### src/rtl/btn_press_classifier_pkg.sv
// Shared definitions for the button press classifier: event codes and FSM states.
// The event codes are also meant for the menu controller that consumes the events.
package btn_press_classifier_pkg;

  localparam logic [1:0] EV_SHORT        = 2'd0;
  localparam logic [1:0] EV_LONG         = 2'd1;
  localparam logic [1:0] EV_REPEAT       = 2'd2;
  localparam logic [1:0] EV_LONG_RELEASE = 2'd3;

  typedef enum logic [1:0] {
    ST_IDLE      = 2'd0,
    ST_PRESSED   = 2'd1,
    ST_REPEATING = 2'd2
  } state_e;

  function automatic int max_int(input int a, input int b);
    return (a > b) ? a : b;
  endfunction

endpackage

### src/rtl/btn_press_classifier.sv
// Classifies a debounced button into SHORT / LONG / REPEAT / LONG_RELEASE events and
// hands them to the consumer through a single-entry valid/ready register.
module btn_press_classifier
  import btn_press_classifier_pkg::*;
#(
  parameter int   CLKIN_FREQ    = 27_000_000,
  parameter real  LONG_PERIOD   = 0.5,
  parameter real  REPEAT_PERIOD = 0.1,
  parameter logic IDLE_STATE    = 1'b1
) (
  input  logic       clk,
  input  logic       reset,
  input  logic       debounceIn,
  input  logic       pressEdgeIn,
  output logic       eventValid,
  input  logic       eventReady,
  output logic [1:0] eventCode,
  output logic       eventDropped,
  output logic       btnHeld
);

  localparam int LONG_CYCLES   = int'(real'(CLKIN_FREQ) * LONG_PERIOD);
  localparam int REPEAT_CYCLES = int'(real'(CLKIN_FREQ) * REPEAT_PERIOD);
  localparam int MAX_CYCLES    = max_int(LONG_CYCLES, REPEAT_CYCLES);
  localparam int CW            = $clog2(MAX_CYCLES);

  localparam logic [CW-1:0] LONG_TC = CW'(LONG_CYCLES - 1);
  localparam logic [CW-1:0] REP_TC  = CW'(REPEAT_CYCLES - 1);

  state_e        state_q, state_d;
  logic [CW-1:0] cnt_q, cnt_d;
  logic          valid_q, dropped_q, held_q;
  logic [1:0]    code_q;

  logic          released, press, emit, load;
  logic [1:0]    ev_code;

  assign released = (debounceIn == IDLE_STATE);
  assign press    = (pressEdgeIn == ~IDLE_STATE);

  // Release is checked before the terminal count so it always wins.
  always_comb begin
    state_d = state_q;
    cnt_d   = cnt_q;
    emit    = 1'b0;
    ev_code = EV_SHORT;
    case (state_q)
      ST_IDLE: begin
        if (press) begin
          state_d = ST_PRESSED;
          cnt_d   = '0;
        end
      end
      ST_PRESSED: begin
        if (released) begin
          emit    = 1'b1;
          ev_code = EV_SHORT;
          state_d = ST_IDLE;
        end else if (cnt_q == LONG_TC) begin
          emit    = 1'b1;
          ev_code = EV_LONG;
          state_d = ST_REPEATING;
          cnt_d   = '0;
        end else begin
          cnt_d = cnt_q + CW'(1);
        end
      end
      ST_REPEATING: begin
        if (released) begin
          emit    = 1'b1;
          ev_code = EV_LONG_RELEASE;
          state_d = ST_IDLE;
        end else if (cnt_q == REP_TC) begin
          emit    = 1'b1;
          ev_code = EV_REPEAT;
          cnt_d   = '0;
        end else begin
          cnt_d = cnt_q + CW'(1);
        end
      end
      default: begin
        state_d = ST_IDLE;
        cnt_d   = '0;
      end
    endcase
  end

  // A slot is free when empty or being drained this very cycle.
  assign load = emit && (!valid_q || eventReady);

  always_ff @(posedge clk or posedge reset) begin
    if (reset) begin
      state_q   <= ST_IDLE;
      cnt_q     <= '0;
      valid_q   <= 1'b0;
      code_q    <= EV_SHORT;
      dropped_q <= 1'b0;
      held_q    <= 1'b0;
    end else begin
      state_q   <= state_d;
      cnt_q     <= cnt_d;
      held_q    <= (state_d != ST_IDLE);
      dropped_q <= emit && valid_q && !eventReady;
      if (load) begin
        valid_q <= 1'b1;
        code_q  <= ev_code;
      end else if (valid_q && eventReady) begin
        valid_q <= 1'b0;
      end
    end
  end

  assign eventValid   = valid_q;
  assign eventCode    = code_q;
  assign eventDropped = dropped_q;
  assign btnHeld      = held_q;

endmodule

### config.mk
export PLATFORM = sky130hd
export DESIGN_NAME = btn_press_classifier
export DESIGN_NICKNAME = d
export VERILOG_FILES = /design/src/rtl/btn_press_classifier_pkg.sv /design/src/rtl/btn_press_classifier.sv
export SDC_FILE = /design/constraint.sdc
export NUM_CORES = 1
export LEC_CHECK = 0
export CAP_MARGIN = 30
export CORE_ASPECT_RATIO = 0.5
export CORE_UTILIZATION = 55
export CTS_CLUSTER_DIAMETER = 200
export DETAILED_ROUTE_END_ITERATION = 10
export GPL_TIMING_DRIVEN = 0
export PLACE_DENSITY = 0.71
export SKIP_CTS_REPAIR_TIMING = 1
export SYNTH_ARGS = -nofsm -noshare
export SYNTH_HDL_FRONTEND = slang
export SYNTH_SLANG_ARGS = --single-unit
### constraint.sdc
create_clock -name clk -period 4.5 [get_ports clk]
set_input_delay 0.675 -clock clk [delete_from_list [all_inputs] [get_ports clk]]
set_output_delay 0.675 -clock clk [all_outputs]
set_load 0.005 [all_outputs]
Yosys cells after proc, flatten, opt, wreduce, memory -nomap -nowiden
Cells that the tools add are included.
- bits in registers: 31
- bits in latches: 0
- memory bits (writable): 0
- memory bits (read-only): 0
- input bits: 5
- memories: 0
- output and inout port bits: 5
- multiplexer cells: 23
- $lt $le $gt $ge: 0
- reduce and logical (&&, ||, !) cells: 11
- eq/ne operators: 7
- shifts and indexed selects: 0
- divide/modulo/power cells: 0
- $add $sub $neg: 1
- multipliers: 0
- bitwise gates (word level): 0
- operator list (operator ; count):
    2-to-1 mux 24 bit ; 5
    case mux 24 bit (3 select lines) ; 1
    adder 24 x 1 -> 24 bit, second input constant ; 1
    equality test 24 x 22 -> 1 bit, second input constant ; 1
    equality test 24 bit, second input constant ; 1
    2-to-1 mux 2 bit ; 6
    2-to-1 mux 1 bit ; 8
    inequality test 2 bit, second input constant ; 3
    case mux 2 bit (3 select lines) ; 1
    logical AND 1 bit ; 4
    case mux 2 bit (2 select lines) ; 1
    nonzero test 2 bit ; 2
    AND reduction 3 bit ; 1
    equality test 2 x 1 -> 1 bit, second input constant ; 1
    equality test 2 bit, second input constant ; 1
    zero test 1 bit ; 2
    zero test 2 bit ; 1
    case mux 1 bit (2 select lines) ; 1
    logical OR 1 bit ; 1

Depth between registers and ports, before layout
Gate-level depths: netlist of run 1.
- depth in word-level cells: 6
- mapped depth: 8
- mapped depth without buffers: 7

Worst setup path before layout of run 1
Ideal clock, no wire load.
- path kind: flip-flop to flip-flop
- start point: register state_q[0]
- end point: register cnt_q[21]
- slack: 2625 ps
- data arrival time: 1738 ps
- clock period less this slack: 1875 ps
- setup time: 137 ps
- stages on the path, launching flop included: 9
- path through: dfrtp_1 > inv_1 > ha_1 > o21ai_1 > nand4b_1 > clkbuf_1 > nor4_1 > xnor2_1 > a21oi_1
- cells in the longest elaborated chain, start to end: 3
- elaborated cells on any way between the ends: 8
- classes of those cells: 5 x eq/ne; 1 x mux; 2 x reduce/logical
- ends and longest elaborated chain (item ; RTL line ; RTL):
    start, declared ; btn_press_classifier.sv:30 ; state_e state_q, state_d;
    start signal, assigned ; btn_press_classifier.sv:100 ; state_q <= state_d;
    equality test 2 x 1 -> 1 bit, or another cell as far along ; btn_press_classifier.sv:47 ; case (state_q)
    inequality test 2 bit (no source line) ; n/a ;
    AND reduction 3 bit (no source line) ; n/a ;
    end signal, assigned ; btn_press_classifier.sv:101 ; cnt_q <= cnt_d;
    end, declared ; btn_press_classifier.sv:31 ; logic [CW-1:0] cnt_q, cnt_d;
Parallel ways exist; a longest one is shown, timed or not.
A chain may end at the register's enable or synchronous reset.

Worst setup path in the final report of run 1
- start point: input debounceIn
- end point: register cnt_q[21]
- cells in the longest elaborated chain, start to end: 2
- elaborated cells on any way between the ends: 3
- classes of those cells: 2 x eq/ne; 1 x reduce/logical
- ends and longest elaborated chain (item ; RTL line ; RTL):
    start, declared ; btn_press_classifier.sv:13 ; input logic debounceIn,
    inequality test 2 bit (no source line) ; n/a ;
    AND reduction 3 bit (no source line) (*) ; n/a ;
Mark *: on every way between the ends. The rest lies on a longest branch, timed or not.

==> results_dict.tcl, run 1 <==
set metrics [dict create \
    outcome "finished with violations" \
    violated_checks "design-rule violations" \
    global_route_wire_length_before_repair_um 7176 \
    die_width_um 84.56 \
    routed_wirelength_um 4349 \
    design.final.nets 239 \
    cts_tree "yes" \
    cts_made_buffers 5 \
    drt_pre_antenna_iters 7 \
    synth-seq-area-share_pct 41.39 \
    timing.final.ws_setup_ns 2.151 \
    portBuffers 9 \
    synth.largest_area_cell "sky130_fd_sc_hd__dfrtp_1" \
    drt-vias-per-instance 6.127 \
    placed_area_sq_um 2042 \
    timing.clock.skew_ns 0.002088 \
    ys_warn_count 0 \
    finish.instance_area_sq_um 2115 \
    setup.worst_path.class "input pin to flop" \
    maxSlewViolCount 0 \
    cts-root-buf "sky130_fd_sc_hd__clkbuf_8" \
    dp_worst_setup_slack_ns 1.896 \
    grt_max_degree 19 \
    num-fill-cells 266 \
    p_total_w 0.0007168 \
    power.share.sequential_pct 43.5 \
    swShare_pct 34.99 \
    grt_pass1_vias 1486 \
    critPathCaptureType "flop" \
    design.die.area_sq_um 3660 \
    layout.cells.most_common "sky130_fd_sc_hd__nand2_1" \
    h_tree_level_count 2 \
    global_route.usage.total_pct 26.87 \
    clock.fmax_mhz 425.8 \
    type_of_the_worst_min_delay_path "flop to flop" \
    antenna_found_initial 0 \
    layout_worst_path_cycle_share_pct 52.19 \
    crit_path_start_kind "input pin" \
    power.leakage_nw 0.8175 \
    tightestPinTransition_ns 0.7224 \
    post_route_cells_drive_above_1_share_pct 8.333 \
    route.detailed.wl_per_inst_um 16.23 \
    rows 14 \
    routed-via-count 1642 \
    comb_power_share_pct 28.2 \
    cp_data_required_time_ns 4.65 \
    synthTopCellsByArea "sky130_fd_sc_hd__dfrtp_1 (41%), sky130_fd_sc_hd__nand2_1 (6.4%), sky130_fd_sc_hd__xnor2_1 (5.6%), sky130_fd_sc_hd__a21oi_1 (4.3%), sky130_fd_sc_hd__ha_1 (3.3%)" \
    placeable_core_region_sq_um 3118 \
    syn-instance-count 212 \
    internal_power_w 0.0004660 \
    setup_viol 0 \
    grt_remaining_overflow 0 \
    n_antenna_cell 0 \
    cts-root-to-sink-buffers 2 \
    number_of_failing_hold_endpoints_at_the_final_stage 0 \
    setup.reg_to_reg.worst_slack_ns 2.22 \
    p_sw_w 0.0002508 \
    initial_core_utilization_pct 60.11 \
    postSynthRegisterBits 31 \
    postRouteAntennaNets 0 \
    drv_cap 0 \
    power_density_cells_nw_per_um2 339.0 \
    post-synth-top-area-fraction_pct 41.39 \
    worst_slew_margin_rel_pct 51.40 \
    drt-initial-drc-count 146 \
    insertion_delay_ns 0.29 \
    cts.clk_slew.worst_paths_ns 0.06 \
    layout_common_cells "sky130_fd_sc_hd__nand2_1 (32), sky130_fd_sc_hd__dfrtp_1 (31), sky130_fd_sc_hd__a21oi_1 (16)" \
    path_max_fanout 10 \
    worstPathArrival_ns 2.50 \
    totalNegativeSetupSlack_ns 0 \
    min_period_ns 2.349 \
    synth_fp_nets 222 \
    synthesis.area_per_instance_sq_um 8.841 \
    gp_routability_congestion 0.8916 \
    syn_to_final_growth_pct 12.82 \
    pin_count 10 \
    fp.dieH_um 43.28 \
    netlist-cell-type-count 45 \
    unrepaired_setup_endpoints_after_global_routing "no" \
    cts_sinks 31 \
    pwr-share-clk_pct 28.3 \
    post-route-drc-count 2 \
    place.detailed.hpwl_um 3167 \
    peakVddDrop_v 0.0002270 \
    synthesis.area_sq_um 1874 \
]
-- path summary, 6_finish.rpt --
| check | to | depth (start not counted) | from |
|---|---|---|---|
| worst max-delay path | cnt_q[21] | 7 | debounceIn |
| worst min-delay path | eventCode[0] | 1 | eventCode[0] |
| worst max register to register | cnt_q[6] | 6 | cnt_q[7] |
| worst min register to register | eventCode[0] | 1 | eventCode[0] |
| max in group asynchronous | cnt_q[14] | 3 | reset |
| min in group asynchronous | eventCode[0] | 2 | reset |
-- registers in the layout, indices dropped and copies added (netlist names) --
register	count
cnt_q	24
eventDropped	1
btnHeld	1
state_q	2
eventCode	2
eventValid	1
-- synthesized netlist by cell type, drive strengths merged --
master and count:
nand4 5, nor3b 1, nand3 8, nand3b 1, and4 1, buf 5
nor4 8, or4b 1, ha 5, nor4b 1, and4b 1, or2 2
and2 3, mux2 1, o211ai 8, or3 1, nand4b 2, o311ai 4
dfrtp 31, o41a 1, nor2b 1, nor3 13, mux2i 2, nand2 32
a21oi 16, o31ai 1, o2111ai 1, nand2b 1, xnor2 12, and3 2
inv 13, nor2 6, a21o 1, clkbuf 4, or4 1, o21ai 13
a32oi 1, nand4bb 1, a311oi 1
-- per-stage QoR --
stage	hold WS [ns]	cells	util [%]
2_1_floorplan	0.4678	212	-
3_3_place_gp	0.4884	261	64.61
3_5_place_dp	0.4962	262	65.49
4_1_cts	0.5106	268	67.82
5_1_grt	0.5318	268	67.82
6_report	0.5058	268	67.82
-- power groups by stage --
stage	logic (W)	clock network (W)	registers [W]
2_1_floorplan	0.000131	0	0.000315
3_3_place_gp	0.000197	0	0.000315
3_5_place_dp	0.000200	0	0.000317
4_1_cts	0.000200	0.000207	0.000312
5_1_grt	0.000223	0.000216	0.000314
6_report	0.000202	0.000203	0.000312
-- routing by layer --
layer | wire length [um] | GRT usage (%) | vias to the layer above
met5 | 0 | 0 | -
met4 | 64 | 12.20 | 0
met3 | 331 | 6.420 | 8
met2 | 1816 | 39.84 | 57
met1 | 2136 | 37.53 | 772
li1 | - | - | 805
-- cells by family (layout without fill, tap and decap cells) --
kind of cell / after synthesis / in the layout / synth area share [%]
xor gates and xnor gates: 12 / 12 / 5.607
AOI/OAI and AO/OA: 47 / 47 / 15.82
and+or+nand+nor: 92 / 92 / 27.10
muxes: 3 / 3 / 1.669
buffers and inverters: 22 / 38 / 5.073
DFF: 31 / 31 / 41.39
adders and majority gates: 5 / 5 / 3.338
-- cell type report --
cell class,instances,area [sq um],share of cell area [%]
well taps,40,50.05,2.367
clock buffers,6,72.57,3.432
plain buffers,9,46.29,2.189
multi-input cells,159,1003,47.46
flip-flops and latches,31,775.7,36.69
repair buffers,10,117.6,5.562
inverters,13,48.80,2.308
-- critical path, stage by stage --
cell	delay, ns
sky130_fd_sc_hd__clkdlybuf4s50_1	0.52
sky130_fd_sc_hd__o21ai_1	0.24
sky130_fd_sc_hd__nand4b_1	0.21
sky130_fd_sc_hd__clkbuf_1	0.26
sky130_fd_sc_hd__nor4_1	0.37
sky130_fd_sc_hd__xnor2_1	0.17
sky130_fd_sc_hd__a21oi_1	0.06
Note: power is estimated with default switching activity, not from simulation.
==> run 2, diff against run 1 <==
--- a/config.mk
+++ b/config.mk
@@ -7,11 +7,11 @@
 export LEC_CHECK = 0
 export CAP_MARGIN = 30
 export CORE_ASPECT_RATIO = 0.5
-export CORE_UTILIZATION = 55
+export CORE_UTILIZATION = 53
 export CTS_CLUSTER_DIAMETER = 200
 export DETAILED_ROUTE_END_ITERATION = 10
 export GPL_TIMING_DRIVEN = 0
-export PLACE_DENSITY = 0.71
+export PLACE_DENSITY = 0.72
 export SKIP_CTS_REPAIR_TIMING = 1
 export SYNTH_ARGS = -nofsm -noshare
 export SYNTH_HDL_FRONTEND = slang
==> constraint.sdc (replaced) <==
create_clock -name clk -period 2.1 [get_ports clk]
set_input_delay 0.315 -clock clk [delete_from_list [all_inputs] [get_ports clk]]
set_output_delay 0.315 -clock clk [all_outputs]
set_load 0.005 [all_outputs]
==> run 2 against run 1 <==
Net effect: the flow finishes with violations (negative setup slack); critical endpoint is now cnt_q[11]; first-iteration DRC count increased by 39%; flip-flop and latch count stayed put; utilization is 5.1 points higher; highest routed layer unchanged; sequential power increased by 110%; combinational power grew to 2.5 times the previous value; global-route usage fell by 0.59 points; clock skew grew 0.0036 ns; setup slack lost 2.2 ns; power up 140%; critical path depth decreased by 2; hold slack worse by 0.084 ns; routed wire length is 9.6% higher.
==> results_dict.tcl, run 2 (synthesized netlist as in run 1, its figures left out) <==
set metrics [dict create \
    outcome "finished with violations" \
    violated_checks "negative setup slack" \
    p_total_w 0.001706 \
    timing.clock.skew_ns 0.005667 \
    rows 14 \
    pwr-share-clk_pct 30.9 \
    grt_pass1_vias 1475 \
    grt_remaining_overflow 0 \
    setup_viol 6 \
    register_bank_with_the_most_flops "cnt_q" \
    cts-root-to-sink-buffers 2 \
    setup.worst_path.class "flop to flop" \
    fp.dieH_um 44.05 \
    die_width_um 86.10 \
    number_of_failing_hold_endpoints_at_the_final_stage 0 \
    layout_common_cells "sky130_fd_sc_hd__nand2_1 (32), sky130_fd_sc_hd__dfrtp_1 (30), sky130_fd_sc_hd__a21oi_1 (16)" \
    crit_path_start_kind "flop" \
    worstPathCellList "or4b_4, o41a_1, buf_6, o21ai_4, o311ai_1" \
    timing.rr.end "cnt_q[11]" \
    cts.clk_slew.worst_paths_ns 0.07 \
    num-fill-cells 249 \
    n_antenna_cell 0 \
    drt-initial-drc-count 203 \
    drv_cap 0 \
    power.share.sequential_pct 39.1 \
    swShare_pct 34.90 \
    postRouteAntennaNets 0 \
    unrepaired_setup_endpoints_after_global_routing "yes" \
    p_sw_w 0.0005954 \
    internal_power_w 0.001110 \
    layout.cells.most_common "sky130_fd_sc_hd__nand2_1" \
    antenna_found_initial 0 \
    setup.reg_to_reg.worst_slack_ns -0.03 \
    power.leakage_nw 0.9044 \
    slowest_delay_ns 0.57 \
    r2r_start "cnt_q[8]" \
    global_route_wire_length_before_repair_um 7279 \
    cts_made_buffers 5 \
    insertion_delay_ns 0.29 \
    worst_slew_margin_rel_pct 56.47 \
    clock.fmax_mhz 468.4 \
    drt-vias-per-instance 6.073 \
    global_route.usage.total_pct 26.28 \
    tightestPinTransition_ns 0.6522 \
    routed-via-count 1737 \
    place.detailed.hpwl_um 3050 \
    cts_tree "yes" \
    route.detailed.wl_per_inst_um 16.67 \
    timing.hold.ws_ns 0.4220 \
    placeable_core_region_sq_um 3188 \
    cp_data_required_time_ns 2.26 \
    maxSlewViolCount 0 \
    comb_power_share_pct 29.9 \
    type_of_the_worst_min_delay_path "input pin to asynchronous set/reset pin" \
    routed_wirelength_um 4767 \
    critPathCaptureType "flop" \
    cts_sinks 31 \
    power_density_cells_nw_per_um2 733.3 \
    grt_max_degree 19 \
    path_max_fanout 5 \
    syn_to_final_growth_pct 24.10 \
    design.die.area_sq_um 3793 \
    post-route-drc-count 0 \
    h_tree_level_count 2 \
    min_period_ns 2.135 \
    drt_pre_antenna_iters 4 \
    flip_flop_count_of_the_largest_register_all_copies_and_words_added 24 \
    timing.final.ws_setup_ns -0.03479 \
    worst_path_max_delay_cell "sky130_fd_sc_hd__or4b_4" \
    initial_core_utilization_pct 58.79 \
    design.final.nets 247 \
    peakVddDrop_v 0.0004060 \
    reg2reg_depth 5 \
    worstPathArrival_ns 2.29 \
    portBuffers 9 \
    cts-root-buf "sky130_fd_sc_hd__clkbuf_8" \
    gp_routability_congestion 0.9054 \
    pin_count 10 \
    post_route_cells_drive_above_1_share_pct 19.33 \
    layout_worst_path_cycle_share_pct 101.7 \
]
-- run 2: per-layer routing --
| metal | share of wire [%] | GRT usage [%] |
|---|---|---|
| met5 | 0 | 0 |
| met4 | 1.2 | 8.667 |
| met3 | 6.5 | 6.716 |
| met2 | 44 | 38.41 |
| met1 | 48 | 38.59 |
-- run 2: power groups by stage --
stage | sequential (W) | combinational, W | clock [W]
after floorplan | 0.000675 | 0.000280 | 0
after global placement | 0.000675 | 0.000421 | 0
after detailed placement | 0.000677 | 0.000434 | 0
after CTS | 0.000667 | 0.000434 | 0.000532
after global routing | 0.000674 | 0.000563 | 0.000560
final | 0.000668 | 0.000510 | 0.000528
-- run 2: layout make-up --
type	instances	area, sq um	share of cell area [%]
Inverter	13	48.80	2.098
Multi-Input combinational cell	159	1104	47.44
Buffer	9	61.31	2.636
Sequential cell	31	777.0	33.41
Tap cell	48	60.06	2.582
Clock buffer	8	100.1	4.303
Timing Repair Buffer	18	175.2	7.531
-- run 2: worst max-delay path, delay by kind of cell, from the launching register on --
family | cells | cell delay, ns
AND/OR/NAND/NOR | 1 | 0.57
AO/OA/AOI/OAI | 3 | 0.84
flip-flops | 1 | 0.42
buffers and inverters | 1 | 0.17
-- run 2: worst max-delay path by stage --
stage	slack, ns	to	depth (start not counted)	startpoint
2_1_floorplan	0.22	cnt_q[21]	8	state_q[0]
6_report	-0.03	cnt_q[11]	5	cnt_q[8]
5_1_grt	-0.09	cnt_q[11]	6	cnt_q[7]
3_3_place_gp	-0.15	cnt_q[21]	7	debounceIn
3_5_place_dp	-0.19	cnt_q[20]	7	debounceIn
4_1_cts	-0.14	cnt_q[20]	8	state_q[0]
-- run 2: stage by stage --
step	cells	setup slack (ns)	utilization (%)	TNS (ns)	area (sq um)
6_report	286	-0.03479	72.96	-0.1168	2326
5_1_grt	286	-0.09497	72.96	-1.326	2326
4_1_cts	278	-0.1366	67.50	-1.827	2152
3_5_place_dp	270	-0.1875	64.36	-1.839	2052
3_3_place_gp	269	-0.1503	63.50	-1.203	2024
2_1_floorplan	212	0.2247	-	0	1874
